--- config.mk ---
export PLATFORM = sky130hd
export DESIGN_NAME = req_queue
export DESIGN_NICKNAME = d
export VERILOG_FILES = /design/src/rtl/req_pkg.sv /design/src/rtl/req_queue_rise_det.sv /design/src/rtl/req_queue.sv
export SDC_FILE = /design/constraint.sdc
export NUM_CORES = 1
export LEC_CHECK = 0
export CAP_MARGIN = 20
export CORE_MARGIN = 4
export CORE_UTILIZATION = 60
export CTS_CLUSTER_DIAMETER = 150
export CTS_CLUSTER_SIZE = 12
export DETAILED_ROUTE_END_ITERATION = 7
export DONT_BUFFER_PORTS = 1
export PLACE_DENSITY_LB_ADDON = 0.05
export REMOVE_ABC_BUFFERS = 1
export SETUP_SLACK_MARGIN = 0.1
export SLEW_MARGIN = 30
export SYNTH_ARGS = -nofsm -noshare
export SYNTH_HDL_FRONTEND = slang
export SYNTH_SLANG_ARGS = --single-unit
--- constraint.sdc ---
create_clock -name clk -period 3.9 [get_ports clk]
set_input_delay 1.17 -clock clk [delete_from_list [all_inputs] [get_ports clk]]
set_output_delay 1.17 -clock clk [all_outputs]
set_load 0.01 [all_outputs]
--- src/rtl/req_pkg.sv ---
// Shared request-code definitions for the hall-call queue and its users.
// Named codes describe the default 4-floor build (FLOOR_W = 2).
package req_pkg;

  localparam int FLOOR_W_DEF = 2;
  localparam int REQ_W_DEF   = FLOOR_W_DEF + 1;

  typedef logic [REQ_W_DEF-1:0] req_t;

  // A request code is {dir, floor}: the direction sits above the floor field.
  localparam int DIR_BIT  = FLOOR_W_DEF;
  localparam int FLOOR_HI = FLOOR_W_DEF - 1;
  localparam int FLOOR_LO = 0;

  localparam logic DIR_UP   = 1'b0;
  localparam logic DIR_DOWN = 1'b1;

  localparam req_t REQ_NONE = 3'b000;
  localparam req_t REQ_1U   = 3'b001;
  localparam req_t REQ_2U   = 3'b010;
  localparam req_t REQ_3U   = 3'b011;
  localparam req_t REQ_2D   = 3'b110;
  localparam req_t REQ_3D   = 3'b111;
  localparam req_t REQ_4D   = 3'b100;

  function automatic logic req_dir(input req_t r);
    return r[DIR_BIT];
  endfunction

  function automatic logic [FLOOR_HI:FLOOR_LO] req_floor(input req_t r);
    return r[FLOOR_HI:FLOOR_LO];
  endfunction

endpackage

--- src/rtl/req_queue_rise_det.sv ---
// Registered rising-edge detector with a configurable reset value, so a
// level that is already high coming out of reset is not seen as an edge.
module rise_det #(
  parameter logic INIT = 1'b0
) (
  input  logic clk,
  input  logic rst_n,
  input  logic d,
  output logic rise
);

  logic d_q;

  // NOTE: sequential state uses non-blocking assignments so every flop samples
  // the pre-edge value of its inputs, independent of block ordering.
  always_ff @(posedge clk) begin
    if (!rst_n) d_q <= INIT;
    else        d_q <= d;
  end

  assign rise = d & ~d_q;

endmodule

--- src/rtl/req_queue.sv ---
// Hall-call request FIFO: edge-qualified capture, duplicate suppression,
// overflow reporting and done-rise retirement of the head request.
module req_queue
  import req_pkg::*;
#(
  parameter int FLOOR_W = 2,
  parameter int DEPTH   = 4,
  parameter int CNT_W   = $clog2(DEPTH + 1)
) (
  input  logic             clk,
  input  logic             rst_n,
  input  logic             done,
  input  logic [FLOOR_W:0] din,
  output logic [FLOOR_W:0] dout,
  output logic             qEmpty,
  output logic             qFull,
  output logic [CNT_W-1:0] count,
  output logic             dup_o,
  output logic             ovf_o
);

  localparam int PTR_W = (DEPTH > 1) ? $clog2(DEPTH) : 1;
  localparam logic [FLOOR_W:0] NONE = '0;

  logic [FLOOR_W:0] mem [DEPTH];
  logic [DEPTH-1:0] valid;
  logic [PTR_W-1:0] rd_ptr, wr_ptr;
  logic [FLOOR_W:0] din_q;
  logic             done_rise;

  logic             pop, cand, hit, push, dup, ovf, rem_full;
  logic [PTR_W-1:0] next_rd;
  logic [CNT_W-1:0] next_cnt;
  logic [FLOOR_W:0] next_head;

  function automatic logic [PTR_W-1:0] ptr_inc(input logic [PTR_W-1:0] p);
    return (p == PTR_W'(DEPTH - 1)) ? '0 : p + 1'b1;
  endfunction

  rise_det #(.INIT(1'b1)) u_done_rise (
    .clk   (clk),
    .rst_n (rst_n),
    .d     (done),
    .rise  (done_rise)
  );

  // NOTE: every always_comb output gets a default first, so no path can
  // leave a signal unassigned and infer a latch.
  always_comb begin
    pop      = done_rise && (count != '0);
    cand     = (din != NONE) && (din != din_q);
    hit      = 1'b0;
    // The head being popped this cycle no longer blocks a re-press of it.
    for (int i = 0; i < DEPTH; i++) begin
      if (valid[i] && !(pop && (PTR_W'(i) == rd_ptr)) && (mem[i] == din))
        hit = 1'b1;
    end
    rem_full = (count == CNT_W'(DEPTH)) && !pop;
    dup      = cand && hit;
    push     = cand && !hit && !rem_full;
    ovf      = cand && !hit && rem_full;

    next_rd  = pop ? ptr_inc(rd_ptr) : rd_ptr;
    next_cnt = count;
    if (push && !pop)      next_cnt = count + 1'b1;
    else if (pop && !push) next_cnt = count - 1'b1;

    // A push into an otherwise empty queue lands exactly at the new head.
    if (next_cnt == '0)                  next_head = NONE;
    else if (push && (wr_ptr == next_rd)) next_head = din;
    else                                 next_head = mem[next_rd];
  end

  // NOTE: the entry storage has no reset; the valid bits and count alone
  // decide which slots are live, so stale data is never observed.
  always_ff @(posedge clk) begin
    if (push) mem[wr_ptr] <= din;
  end

  always_ff @(posedge clk) begin
    if (!rst_n) begin
      valid  <= '0;
      rd_ptr <= '0;
      wr_ptr <= '0;
      din_q  <= NONE;
      count  <= '0;
      dout   <= NONE;
      qEmpty <= 1'b1;
      qFull  <= 1'b0;
      dup_o  <= 1'b0;
      ovf_o  <= 1'b0;
    end else begin
      if (pop)  valid[rd_ptr] <= 1'b0;
      if (push) begin
        valid[wr_ptr] <= 1'b1;
        wr_ptr        <= ptr_inc(wr_ptr);
      end
      rd_ptr <= next_rd;
      din_q  <= din;
      count  <= next_cnt;
      dout   <= next_head;
      qEmpty <= (next_cnt == '0);
      qFull  <= (next_cnt == CNT_W'(DEPTH));
      dup_o  <= dup;
      ovf_o  <= ovf;
    end
  end

endmodule

==> impl_metrics.yaml <==
worst_setup_path:
  crit_chain: "inv_1 > ha_1 > nor2b_2 > o31ai_2 > o22a_1 > o211ai_2 > nor3b_4 > mux2i_1 > a22o_1 > a211oi_1"
  crit_slowest_cell: "dfxtp_1"
  max_stage_delay_ps: 460
  crit_cells: 10
  cp-end-kind: "flip-flop"
  start_kind: "flip-flop"
  worst-path-buf-inv: 1
  crit_start: "count[0]"
  cp.arrival_ps: 3180
  critical_path_required_ps: 4150
  worstSetupEndpoint: "dout[1]"
  cp_top_family: "compound AO/OA/AOI/OAI gates"
  r2r_end: "dout[1]"
  crit_type: "flip-flop to flip-flop"
  worstRegToRegCells: 10
  worstPathMaxFanout: 7
  rr_startpoint: "count[0]"
  regToRegSetupSlack_ps: 980
timing:
  drv_slew: 0
  maxSlewHeadroom_pct: 61.34
  hold_slack_ps: 497.2
  hold_viol: 0
  rsz0062_at_grt: "no"
  period_share_pct: 74.94
  setup_viol_count_final: 0
  skew_ps: 6.493
  finalSetupTns_ps: 0
  clock.fmax_mhz: 342.1
  tightest_slew_ps: 579.9
  fin_crit_ps: 2923
yosys:
  synth.distinct_cells: 47
  synth_xor_xnor_area_share_pct: 7.666
  netlist_area_um2: 1828
  synth_top_family_by_area: "simple AND/OR/NAND/NOR gates"
  ys.flop_type: "dfxtp_1"
  synthAdderAreaFrac_pct: 7.529
  ys_seq_elements: 34
  ys_seq_area_share_pct: 43.81
  ys_async_sr_fraction_pct: 0
  synth_compound_area_share_pct: 12.25
  yosysWarnings: 0
  netlist_instances: 177
  synth.avg_cell_area_um2: 10.33
  synth_edf_count: 12
  yosys.area_share.simple_pct: 17.45
  synth_mux_area_share_pct: 7.666
layout:
  drive_above_1_share_pct: 9.945
  regArea_um2: 800.8
  fill_cells: 225
  final_common_cell: "dfxtp_1"
  final_cell_mix: "22 x dfxtp_1, 14 x mux2i_1, 13 x xnor2_1, 13 x nor2_1"
  multi_input_area_um2: 960.9
  num-nets-final: 197
  area_growth_pct: 5.202
  num_antenna_cells: 0
clock_tree:
  cts_root_buf: "clkbuf_4"
  tritoncts: "built"
  post-cts-setup-buffers: 0
  numCtsBuffers: 5
  clk_latency_ps: 340
  cts.sinks: 34
  ctsHtreeMaxLevel: 2
  postCtsHoldBufs: 0
  clkSlewWorstSetupHoldPaths_ps: 100
  cts.repair.resized: 0
  cts_buffer_depth: 2
drt:
  routed_via_density: 6.047
  drt_iter0_markers: 42
  drtPass1Iterations: 4
  drt-total-wl_mm: 3.585
  wl_per_cell_um: 16.91
  vias: 1282
  drcViolationCount: 0
  postRouteAntennaNets: 0
min_path:
  worstHoldPathCells: 2
  hold_class: "flip-flop to flip-flop"
power_and_ir_drop:
  p_leak_nw: 0.8075
  power_density_nw_per_um2: 667.4
  ir_worst_vdd_v: 0.0005108
global_routing:
  grt_pass1_wl_mm: 6.334
  grt_max_degree: 17
  grt_pass1_vias: 1301
  antenna_found_initial: 0
  grt_use_met1_pct: 26.47
  grt_use_total_pct: 20.53
  grt-ovfl-total: 0
  grt_use_met2_pct: 33.73
  grt.met3_usage_pct: 5.151
  grt_busiest_layer: "met2"
die:
  dieArea_um2: 3994
  die_h_um: 63.20
  rows: 19
  start_util_pct: 64.62
  coreArea_um2: 2829
  io_pins: 16
  die_w_um: 63.20
job:
  cap_violations: 0
status:
  outcome: "complete, no violations"
place:
  place.gp.congestion: 0.8300
  place.detailed.hpwl_mm: 2.609
  io_buffer_count: 0
-- state kept, by name, summed over array words and instances, names as in the netlist --
name,cells
valid,4
count,3
mem,12
dup_o,1
ovf_o,1
qEmpty,1
qFull,1
wr_ptr,2
dout,3
rd_ptr,2
u_done_rise.d_q,1
din_q,3
-- final cells by class --
| class | count | share of cell area (%) |
|---|---|---|
| inverters | 12 | 2.342 |
| multi-input cells | 127 | 49.97 |
| clock buffers | 6 | 2.147 |
| well taps | 31 | 2.017 |
| clock inverters | 2 | 1.887 |
| flip-flops and latches | 34 | 41.64 |
-- cells by family after synthesis --
| logic type | count (synthesis) |
|---|---|
| DFF | 34 |
| adders and majority gates | 11 |
| muxes | 14 |
| buffers and inverters | 16 |
| AOI/OAI and AO/OA | 29 |
| xor gates and xnor gates | 16 |
| and+or+nand+nor | 57 |
-- routing by layer --
layer  part of all wire (%)  vias to the layer above  wire length [µm]
met5                      0                        -                 0
met4                    1.3                        0                47
met3                    3.4                        6               123
met2                     48                       30              1737
met1                     47                      615              1676
li1                       -                      631                 -
-- worst min path at each step --
stage               startpoint       end  slack [ps]
floorplan             valid[1]  valid[1]         450
global placement      valid[0]  valid[0]         470
CTS                   valid[1]  valid[1]         500
finish                valid[1]  valid[1]         500
detailed placement    valid[1]  valid[1]         470
global route          valid[1]  valid[1]         540
-- power breakdown --
group	switching, W	internal, W
registers	0.0000857	0.000465
clock network	0.000120	0.000136
logic	0.000267	0.000210
total	0.000472	0.000811
-- tightest hold or removal path, cell delays in order, from the launching register on --
cell,delay [ps]
dfxtp_1,330
o31ai_2,70
a21oi_1,60
-- Yosys cell counts, drive strengths merged (2+ instances only) --
master | instances | area (µm²)
a211oi | 3 | 22.52
and2 | 5 | 31.28
ha | 11 | 137.6
nand3 | 9 | 45.04
xor2 | 3 | 26.28
nor3b | 2 | 26.28
a21oi | 10 | 57.56
edfxtp | 12 | 360.4
nor3 | 4 | 20.02
a31oi | 2 | 12.51
xnor2 | 13 | 113.9
buf | 3 | 17.52
mux2i | 14 | 140.1
inv | 12 | 45.04
nor2 | 14 | 60.06
dfxtp | 22 | 440.4
nand2 | 11 | 41.29
nand2b | 3 | 26.27
-- through the flow --
stage          instances  worst slack [ps]  power [W]  instance area (µm²)  util, %
2_1_floorplan        173              1074  0.0009281                 1807        -
3_3_place_gp         204              1002   0.001013                 1846    65.24
3_5_place_dp         204             790.6   0.001034                 1846    65.24
4_1_cts              212             987.5   0.001290                 1923    67.98
5_1_grt              212             733.5   0.001384                 1923    67.98
6_report             212             977.3   0.001283                 1923    67.98
Note: power is estimated with default switching activity, not from simulation.
